**config.mk**
```make
export PLATFORM = sky130hd
export DESIGN_NAME = sram_test_sequencer
export DESIGN_NICKNAME = d
export VERILOG_FILES = /design/src/rtl/sram_test_sequencer_pkg.sv /design/src/rtl/sram_test_sequencer_timeout.sv /design/src/rtl/sram_test_sequencer.sv
export SDC_FILE = /design/constraint.sdc
export NUM_CORES = 1
export LEC_CHECK = 0
export BUFFER_PORTS_ARGS = -buffer_cell sky130_fd_sc_hd__clkbuf_2
export CORE_MARGIN = 4
export CORE_UTILIZATION = 45
export DETAILED_ROUTE_END_ITERATION = 10
export HOLD_SLACK_MARGIN = 0.05
export PLACE_DENSITY = 0.66
export SLEW_MARGIN = 5
export SYNTH_ARGS = -nofsm -noshare
export SYNTH_HDL_FRONTEND = slang
export SYNTH_SLANG_ARGS = --single-unit
export TNS_END_PERCENT = 10
```
**constraint.sdc**
```tcl
create_clock -name clk -period 3.6 [get_ports clk]
set_clock_uncertainty 0.15 [all_clocks]
set_input_delay 0.36 -clock clk [delete_from_list [all_inputs] [get_ports clk]]
set_output_delay 0.36 -clock clk [all_outputs]
set_load 0.01 [all_outputs]
```
**src/rtl/sram_test_sequencer_pkg.sv**
```systemverilog
// sram_test_pkg
// Shared definitions for the SRAM test sequencer: FSM state encoding,
// pattern-select encodings and the data pattern generator used for both
// the write pass and the read-back comparison.
package sram_test_pkg;

    typedef enum logic [3:0] {
        ST_IDLE,
        ST_WR_REQ,
        ST_WR_WAIT_BUSY,
        ST_WR_WAIT_IDLE,
        ST_RD_REQ,
        ST_RD_WAIT_BUSY,
        ST_RD_WAIT_DATA,
        ST_NEXT,
        ST_DONE
    } state_t;

    localparam logic [1:0] PAT_ADDR     = 2'd0;
    localparam logic [1:0] PAT_CHECKER  = 2'd1;
    localparam logic [1:0] PAT_WALK_ONE = 2'd2;
    localparam logic [1:0] PAT_INV_ADDR = 2'd3;

    // Only the low address byte matters for every pattern.
    function automatic logic [7:0] expected_data(input logic [7:0] addr_lo,
                                                 input logic [1:0] sel);
        logic [7:0] value;
        case (sel)
            PAT_ADDR:     value = addr_lo;
            PAT_CHECKER:  value = addr_lo[0] ? 8'hAA : 8'h55;
            PAT_WALK_ONE: value = 8'h01 << addr_lo[2:0];
            default:      value = ~addr_lo;
        endcase
        return value;
    endfunction

endpackage

```
**src/rtl/sram_test_sequencer_timeout.sv**
```systemverilog
// sram_test_timeout
// Loadable down-counter guarding every wait on the SRAM controller.
// Ports:
//   clk, reset_n : clock and asynchronous active-low reset
//   load         : reload the counter (issued in each request cycle)
//   enable       : count down (asserted while waiting on the controller)
//   expired      : counter has reached zero
module sram_test_timeout
    import sram_test_pkg::*;
#(
    parameter int TIMEOUT_CYCLES = 15
) (
    input  logic clk,
    input  logic reset_n,
    input  logic load,
    input  logic enable,
    output logic expired
);

    localparam int CNT_W = $clog2(TIMEOUT_CYCLES + 1);

    // Reloaded with one less than the limit so that expiry coincides with
    // the last permitted wait cycle.
    localparam logic [CNT_W-1:0] RELOAD = CNT_W'(TIMEOUT_CYCLES - 1);

    logic [CNT_W-1:0] count;

    always_ff @(posedge clk or negedge reset_n) begin
        if (!reset_n) begin
            count <= '0;
        end else if (load) begin
            count <= RELOAD;
        end else if (enable && (count != '0)) begin
            count <= count - CNT_W'(1);
        end
    end

    assign expired = (count == '0);

endmodule

```
**src/rtl/sram_test_sequencer.sv**
```systemverilog
// sram_test_sequencer
// Drives single-word requests into the 512Kx8 SRAM controller, writes a
// generated pattern over [FIRST_ADDR, LAST_ADDR], reads it back and counts
// mismatches.
// Ports:
//   clk, reset_n            : clock, asynchronous active-low reset
//   start_test, pattern_sel : start a pass / pattern choice (latched)
//   start_operation, rw,
//   address_output, data_f2s: request side of the controller interface
//   data_s2f, data_ready_signal, busy_signal : controller responses
//   test_running, test_done, test_pass, timeout_error,
//   error_count, first_error_address          : status for the board
module sram_test_sequencer
    import sram_test_pkg::*;
#(
    parameter int                    ADDR_WIDTH     = 19,
    parameter int                    DATA_WIDTH     = 8,
    parameter logic [ADDR_WIDTH-1:0] FIRST_ADDR     = '0,
    parameter logic [ADDR_WIDTH-1:0] LAST_ADDR      = 19'h7FFFF,
    parameter int                    TIMEOUT_CYCLES = 15
) (
    input  logic                  clk,
    input  logic                  reset_n,
    input  logic                  start_test,
    input  logic [1:0]            pattern_sel,
    output logic                  start_operation,
    output logic                  rw,
    output logic [ADDR_WIDTH-1:0] address_output,
    output logic [DATA_WIDTH-1:0] data_f2s,
    input  logic [DATA_WIDTH-1:0] data_s2f,
    input  logic                  data_ready_signal,
    input  logic                  busy_signal,
    output logic                  test_running,
    output logic                  test_done,
    output logic                  test_pass,
    output logic                  timeout_error,
    output logic [15:0]           error_count,
    output logic [ADDR_WIDTH-1:0] first_error_address
);

    state_t                state;
    logic [1:0]            pattern;
    logic                  timer_load;
    logic                  timer_enable;
    logic                  timer_expired;
    logic                  wait_done;
    logic [ADDR_WIDTH-1:0] next_addr;
    logic [DATA_WIDTH-1:0] cur_data;
    logic [DATA_WIDTH-1:0] next_data;
    logic [DATA_WIDTH-1:0] first_data_latched;
    logic [DATA_WIDTH-1:0] first_data_start;

    assign next_addr          = address_output + ADDR_WIDTH'(1);
    assign cur_data           = DATA_WIDTH'(expected_data(address_output[7:0], pattern));
    assign next_data          = DATA_WIDTH'(expected_data(next_addr[7:0], pattern));
    assign first_data_latched = DATA_WIDTH'(expected_data(FIRST_ADDR[7:0], pattern));
    assign first_data_start   = DATA_WIDTH'(expected_data(FIRST_ADDR[7:0], pattern_sel));

    // The timeout budget is shared by all wait states of one request.
    assign timer_load   = (state == ST_WR_REQ) || (state == ST_RD_REQ);
    assign timer_enable = (state == ST_WR_WAIT_BUSY) || (state == ST_WR_WAIT_IDLE) ||
                          (state == ST_RD_WAIT_BUSY) || (state == ST_RD_WAIT_DATA);

    always_comb begin
        wait_done = 1'b0;
        case (state)
            ST_WR_WAIT_BUSY: wait_done = busy_signal;
            ST_WR_WAIT_IDLE: wait_done = !busy_signal;
            ST_RD_WAIT_BUSY: wait_done = busy_signal;
            ST_RD_WAIT_DATA: wait_done = data_ready_signal;
            default:         wait_done = 1'b0;
        endcase
    end

    sram_test_timeout #(
        .TIMEOUT_CYCLES(TIMEOUT_CYCLES)
    ) u_timeout (
        .clk     (clk),
        .reset_n (reset_n),
        .load    (timer_load),
        .enable  (timer_enable),
        .expired (timer_expired)
    );

    // start_operation is raised on entry to a REQ state, so the pulse lines
    // up with the REQ cycle. A response arriving in the expiry cycle still
    // wins over the timeout.
    always_ff @(posedge clk or negedge reset_n) begin
        if (!reset_n) begin
            state               <= ST_IDLE;
            pattern             <= PAT_ADDR;
            start_operation     <= 1'b0;
            rw                  <= 1'b0;
            address_output      <= '0;
            data_f2s            <= '0;
            test_running        <= 1'b0;
            test_done           <= 1'b0;
            test_pass           <= 1'b0;
            timeout_error       <= 1'b0;
            error_count         <= '0;
            first_error_address <= '0;
        end else begin
            start_operation <= 1'b0;
            test_done       <= 1'b0;
            if (timer_enable && !wait_done && timer_expired) begin
                timeout_error <= 1'b1;
                test_done     <= 1'b1;
                test_pass     <= 1'b0;
                test_running  <= 1'b0;
                state         <= ST_DONE;
            end else begin
                case (state)
                    ST_IDLE: begin
                        // The busy gate keeps a fresh pass from overlapping an
                        // access the controller is still finishing after reset.
                        if (start_test && !busy_signal) begin
                            pattern             <= pattern_sel;
                            address_output      <= FIRST_ADDR;
                            data_f2s            <= first_data_start;
                            rw                  <= 1'b0;
                            error_count         <= '0;
                            first_error_address <= '0;
                            timeout_error       <= 1'b0;
                            test_pass           <= 1'b0;
                            test_running        <= 1'b1;
                            start_operation     <= 1'b1;
                            state               <= ST_WR_REQ;
                        end
                    end
                    ST_WR_REQ:       state <= ST_WR_WAIT_BUSY;
                    ST_WR_WAIT_BUSY: if (wait_done) state <= ST_WR_WAIT_IDLE;
                    ST_WR_WAIT_IDLE: if (wait_done) state <= ST_NEXT;
                    ST_RD_REQ:       state <= ST_RD_WAIT_BUSY;
                    ST_RD_WAIT_BUSY: if (wait_done) state <= ST_RD_WAIT_DATA;
                    ST_RD_WAIT_DATA: begin
                        if (wait_done) begin
                            if (data_s2f != cur_data) begin
                                if (error_count != 16'hFFFF) begin
                                    error_count <= error_count + 16'd1;
                                end
                                if (error_count == 16'd0) begin
                                    first_error_address <= address_output;
                                end
                            end
                            state <= ST_NEXT;
                        end
                    end
                    ST_NEXT: begin
                        // Equality against LAST_ADDR ends each pass, so a range
                        // reaching the top of memory never relies on wrap-around.
                        if (address_output == LAST_ADDR) begin
                            if (!rw) begin
                                address_output  <= FIRST_ADDR;
                                data_f2s        <= first_data_latched;
                                rw              <= 1'b1;
                                start_operation <= 1'b1;
                                state           <= ST_RD_REQ;
                            end else begin
                                test_done    <= 1'b1;
                                test_pass    <= (error_count == 16'd0) && !timeout_error;
                                test_running <= 1'b0;
                                state        <= ST_DONE;
                            end
                        end else begin
                            address_output  <= next_addr;
                            data_f2s        <= next_data;
                            start_operation <= 1'b1;
                            state           <= rw ? ST_RD_REQ : ST_WR_REQ;
                        end
                    end
                    ST_DONE: state <= ST_IDLE;
                    default: state <= ST_IDLE;
                endcase
            end
        end
    end

endmodule

```
==> results.py <==
metrics = {
    "status": {
        "outcome": "finished clean",
    },
    "logic_synthesis": {
        "syn-instance-count": 533,
        "synth_common_cells": "dfrtp_1 (78), nand2_1 (55), o21ai_0 (41)",
        "synth_cell_types": 64,
        "ys_seq_area_share_pct": 41.3,
        "synth.most_common_cell": "dfrtp_1",
        "synth_top_flop_cell": "dfrtp_1",
        "synth.top_cell.area_share_pct": 41.3,
        "synth-compound-area-share_pct": 24.4,
        "synth_top_family_by_area": "compound AO/OA/AOI/OAI gates",
        "yosys.area_share.simple_pct": 23.1,
        "muxShareOfSynthArea_pct": 0.424,
        "ys_seq_elements": 78,
        "yosys.area.top_type": "dfrtp_1",
        "postSynth.asyncResetShare_pct": 100,
        "synth_area_mm2": 0.00472,
        "synth.avg_cell_area_um2": 8.86,
        "yosys_warnings": 0,
        "synthAdderAreaFrac_pct": 3.44,
        "synth_edf_count": 0,
        "synthTopCellsByArea": "dfrtp_1 (41%), nand2_1 (4.4%), o21ai_0 (4.3%)",
        "syn-num-nets": 561,
        "synth-xor-area-share_pct": 2.41,
    },
    "floorplanning": {
        "die-area_mm2": 0.0122,
        "start_util_pct": 46.0,
        "io_pins": 83,
        "dieWidth_um": 110,
        "die_y_um": 110,
        "num_rows": 37,
        "core_area_mm2": 0.0103,
    },
    "route": {
        "route.antenna.remaining_nets": 0,
        "wl_um": 13400,
        "via_per_inst": 6.00,
        "drt-initial-drc-count": 346,
        "drt_pre_antenna_iters": 5,
        "drt-wirelength-per-cell_um": 17.7,
        "num_vias": 4524,
        "post-route-drc-count": 0,
    },
    "placed_design": {
        "portBuffers": 82,
        "dp_hpwl_um": 9710,
        "place_congestion": 0.921,
        "dpl_worst_slack_ns": 0.340,
        "place_inst": 737,
    },
    "cells_and_area": {
        "register_area_mm2": 0.00195,
        "fill_cells": 1008,
        "final_nets": 641,
        "final_cell_count_no_fill": 754,
        "areaGrowthSynthToFinish_pct": 16.1,
        "drive_above_1_share_pct": 20.7,
        "diodes": 0,
        "multiInputGateArea_mm2": 0.00254,
    },
    "sta": {
        "tns_ns": 0,
        "relSlewSlack_pct": 22.2,
        "fmax_mhz": 301,
        "layout_setup_ws_ns": 0.279,
        "rsz0062_at_grt": "false",
        "report.final.slew_viol_count": 0,
        "post-route-period-util_pct": 92.3,
        "worstMarginPinSlew_ns": 1.16,
        "hold_violations": 0,
        "setup_viol_count_final": 0,
        "period_minus_slack_ns": 3.32,
    },
    "critical_path": {
        "worst_setup_path_start_kind": "register",
        "worst_ep_required_time_ns": 3.69,
        "worstPathMaxFanout": 12,
        "rr_startpoint": "address_output[3]",
        "r2r-end": "address_output[3]",
        "crit_arrival_ns": 3.41,
        "worstRegToRegCells": 11,
        "critical_path.endpoint_type": "register",
        "worstSetupPathType": "reg2reg",
        "r2r_slack_ns": 0.28,
    },
    "clock_network": {
        "cts_setup_buffers": 0,
        "htree_num_levels": 3,
        "root_buffer": "clkbuf_8",
        "cts_max_path_buffers": 2,
        "ctsHoldBuffers": 1,
        "postCtsResizedCells": 0,
        "cts.reportedPaths.clkPinSlew_ns": 0.09,
        "clock_latency_ns": 0.36,
        "cts_tree": "yes",
        "cts_made_buffers": 9,
        "numClockSinks": 78,
    },
    "worst_hold_path": {
        "holdPathStages": 3,
        "holdCritPathClass": "in2reg",
        "worstHoldEndpoint": "pattern[1]",
        "min-delay-start": "pattern_sel[1]",
    },
    "power": {
        "peakVddDrop_mv": 0.345,
        "power_uw": 3570,
        "pwr_density_cell_mw_per_mm2": 651,
        "p_leak_uw": 0.00255,
    },
    "grt": {
        "grt_max_degree": 79,
        "grt-ovfl-total": 0,
        "grt_pass1_vias": 4284,
        "grtUsageTotal_pct": 21.9,
        "grt_antenna_before_repair": 0,
        "grt_pass1_wl_um": 22000,
    },
    "flow_run": {
        "drv_cap": 0,
    },
}
## stage by stage
step	hold WS, ns	util, %	cell area (um2)
finish	0.123	53.4	5490
global route	0.145	53.4	5490
CTS	0.110	53.4	5490
detailed placement	0.329	51.6	5300
global placement	0.315	51.6	5300
floorplan	-0.0856	-	4720
## worst max-delay path: stages (launching register included)
cell	delay (ns)
dfrtp_1	0.62
and3_4	0.31
nand4_4	0.13
or4_4	0.57
inv_1	0.25
ha_1	0.28
nor2_1	0.08
buf_4	0.18
nand2_1	0.31
o21ai_0	0.15
nand2_1	0.08
o31ai_1	0.07
## kinds of logic (layout without fill, tap and decap cells)
kind of cell,after synthesis,after routing
adders and majority gates,13,13
buffers and inverters,54,139
xor gates and xnor gates,13,13
and+or+nand+nor,205,205
muxes,2,2
AOI/OAI and AO/OA,168,168
DFF,78,78
## worst max path at each step
stage | startpoint | end | slack (ns) | cells after the start
floorplan | address_output[0] | address_output[17] | 0.51 | 13
global placement | address_output[4] | address_output[3] | 0.39 | 11
detailed placement | address_output[3] | address_output[3] | 0.34 | 11
CTS | address_output[3] | address_output[3] | 0.32 | 11
global route | address_output[0] | first_error_address[0] | 0.03 | 9
finish | address_output[3] | address_output[3] | 0.28 | 11
## cell usage in the layout, fill, tap and decap left out, types with 3 or more instances in the layout
| cell | n |
|---|---|
| a22o_1 | 19 |
| o21ai_0 | 41 |
| nor2_1 | 31 |
| nor4_1 | 8 |
| ha_1 | 13 |
| nand3_1 | 20 |
| nor4b_1 | 3 |
| nand4_1 | 10 |
| clkbuf_2 | 81 |
| buf_4 | 21 |
| or4_1 | 4 |
| o31a_1 | 3 |
| xor2_1 | 5 |
| o22ai_1 | 4 |
| clkbuf_8 | 9 |
| a21o_1 | 4 |
| xnor2_1 | 8 |
| or3_1 | 3 |
| and2_1 | 5 |
| dfrtp_1 | 78 |
| nor3_1 | 16 |
| nor2b_1 | 6 |
| nand2_1 | 55 |
| a211oi_1 | 8 |
| a21oi_1 | 34 |
| o31ai_1 | 16 |
| inv_1 | 19 |
| a31oi_1 | 4 |
| nand2b_1 | 5 |
| and3_1 | 20 |
| o22a_1 | 11 |
| o21a_1 | 6 |
| nor3b_1 | 3 |
## final cells by class
class                           instances  area share (%)
Clock buffer                           10            2.33
Clock inverter                          6           0.844
Inverter                               20            1.37
Multi-Input combinational cell        401            46.3
Sequential cell                        78            35.6
Tap cell                              136            3.10
Timing Repair Buffer                  103            10.4
## report_power, final
group / switching (uW) / internal, uW / leakage (uW)
clock: 360 / 254 / 0.0000829
combinational: 1000 / 666 / 0.00143
sequential: 243 / 1040 / 0.00103
total: 1610 / 1960 / 0.00255
## flip-flops by register name, indices dropped and copies added, names as in the netlist, 2 cells and up
| register | cells |
|---|---|
| state | 4 |
| address_output | 19 |
| data_f2s | 8 |
| pattern | 2 |
| first_error_address | 19 |
| error_count | 16 |
| u_timeout.count | 4 |
## per-layer routing
metal | share of wire, % | vias to the layer above | track usage [%]
met5 | 0 | - | 0
met4 | 1.9 | 0 | 8.37
met3 | 6.5 | 16 | 3.23
met2 | 46 | 164 | 34.1
met1 | 46 | 2199 | 30.7
li1 | - | 2145 | -
Note: power is estimated with default switching activity, not from simulation.
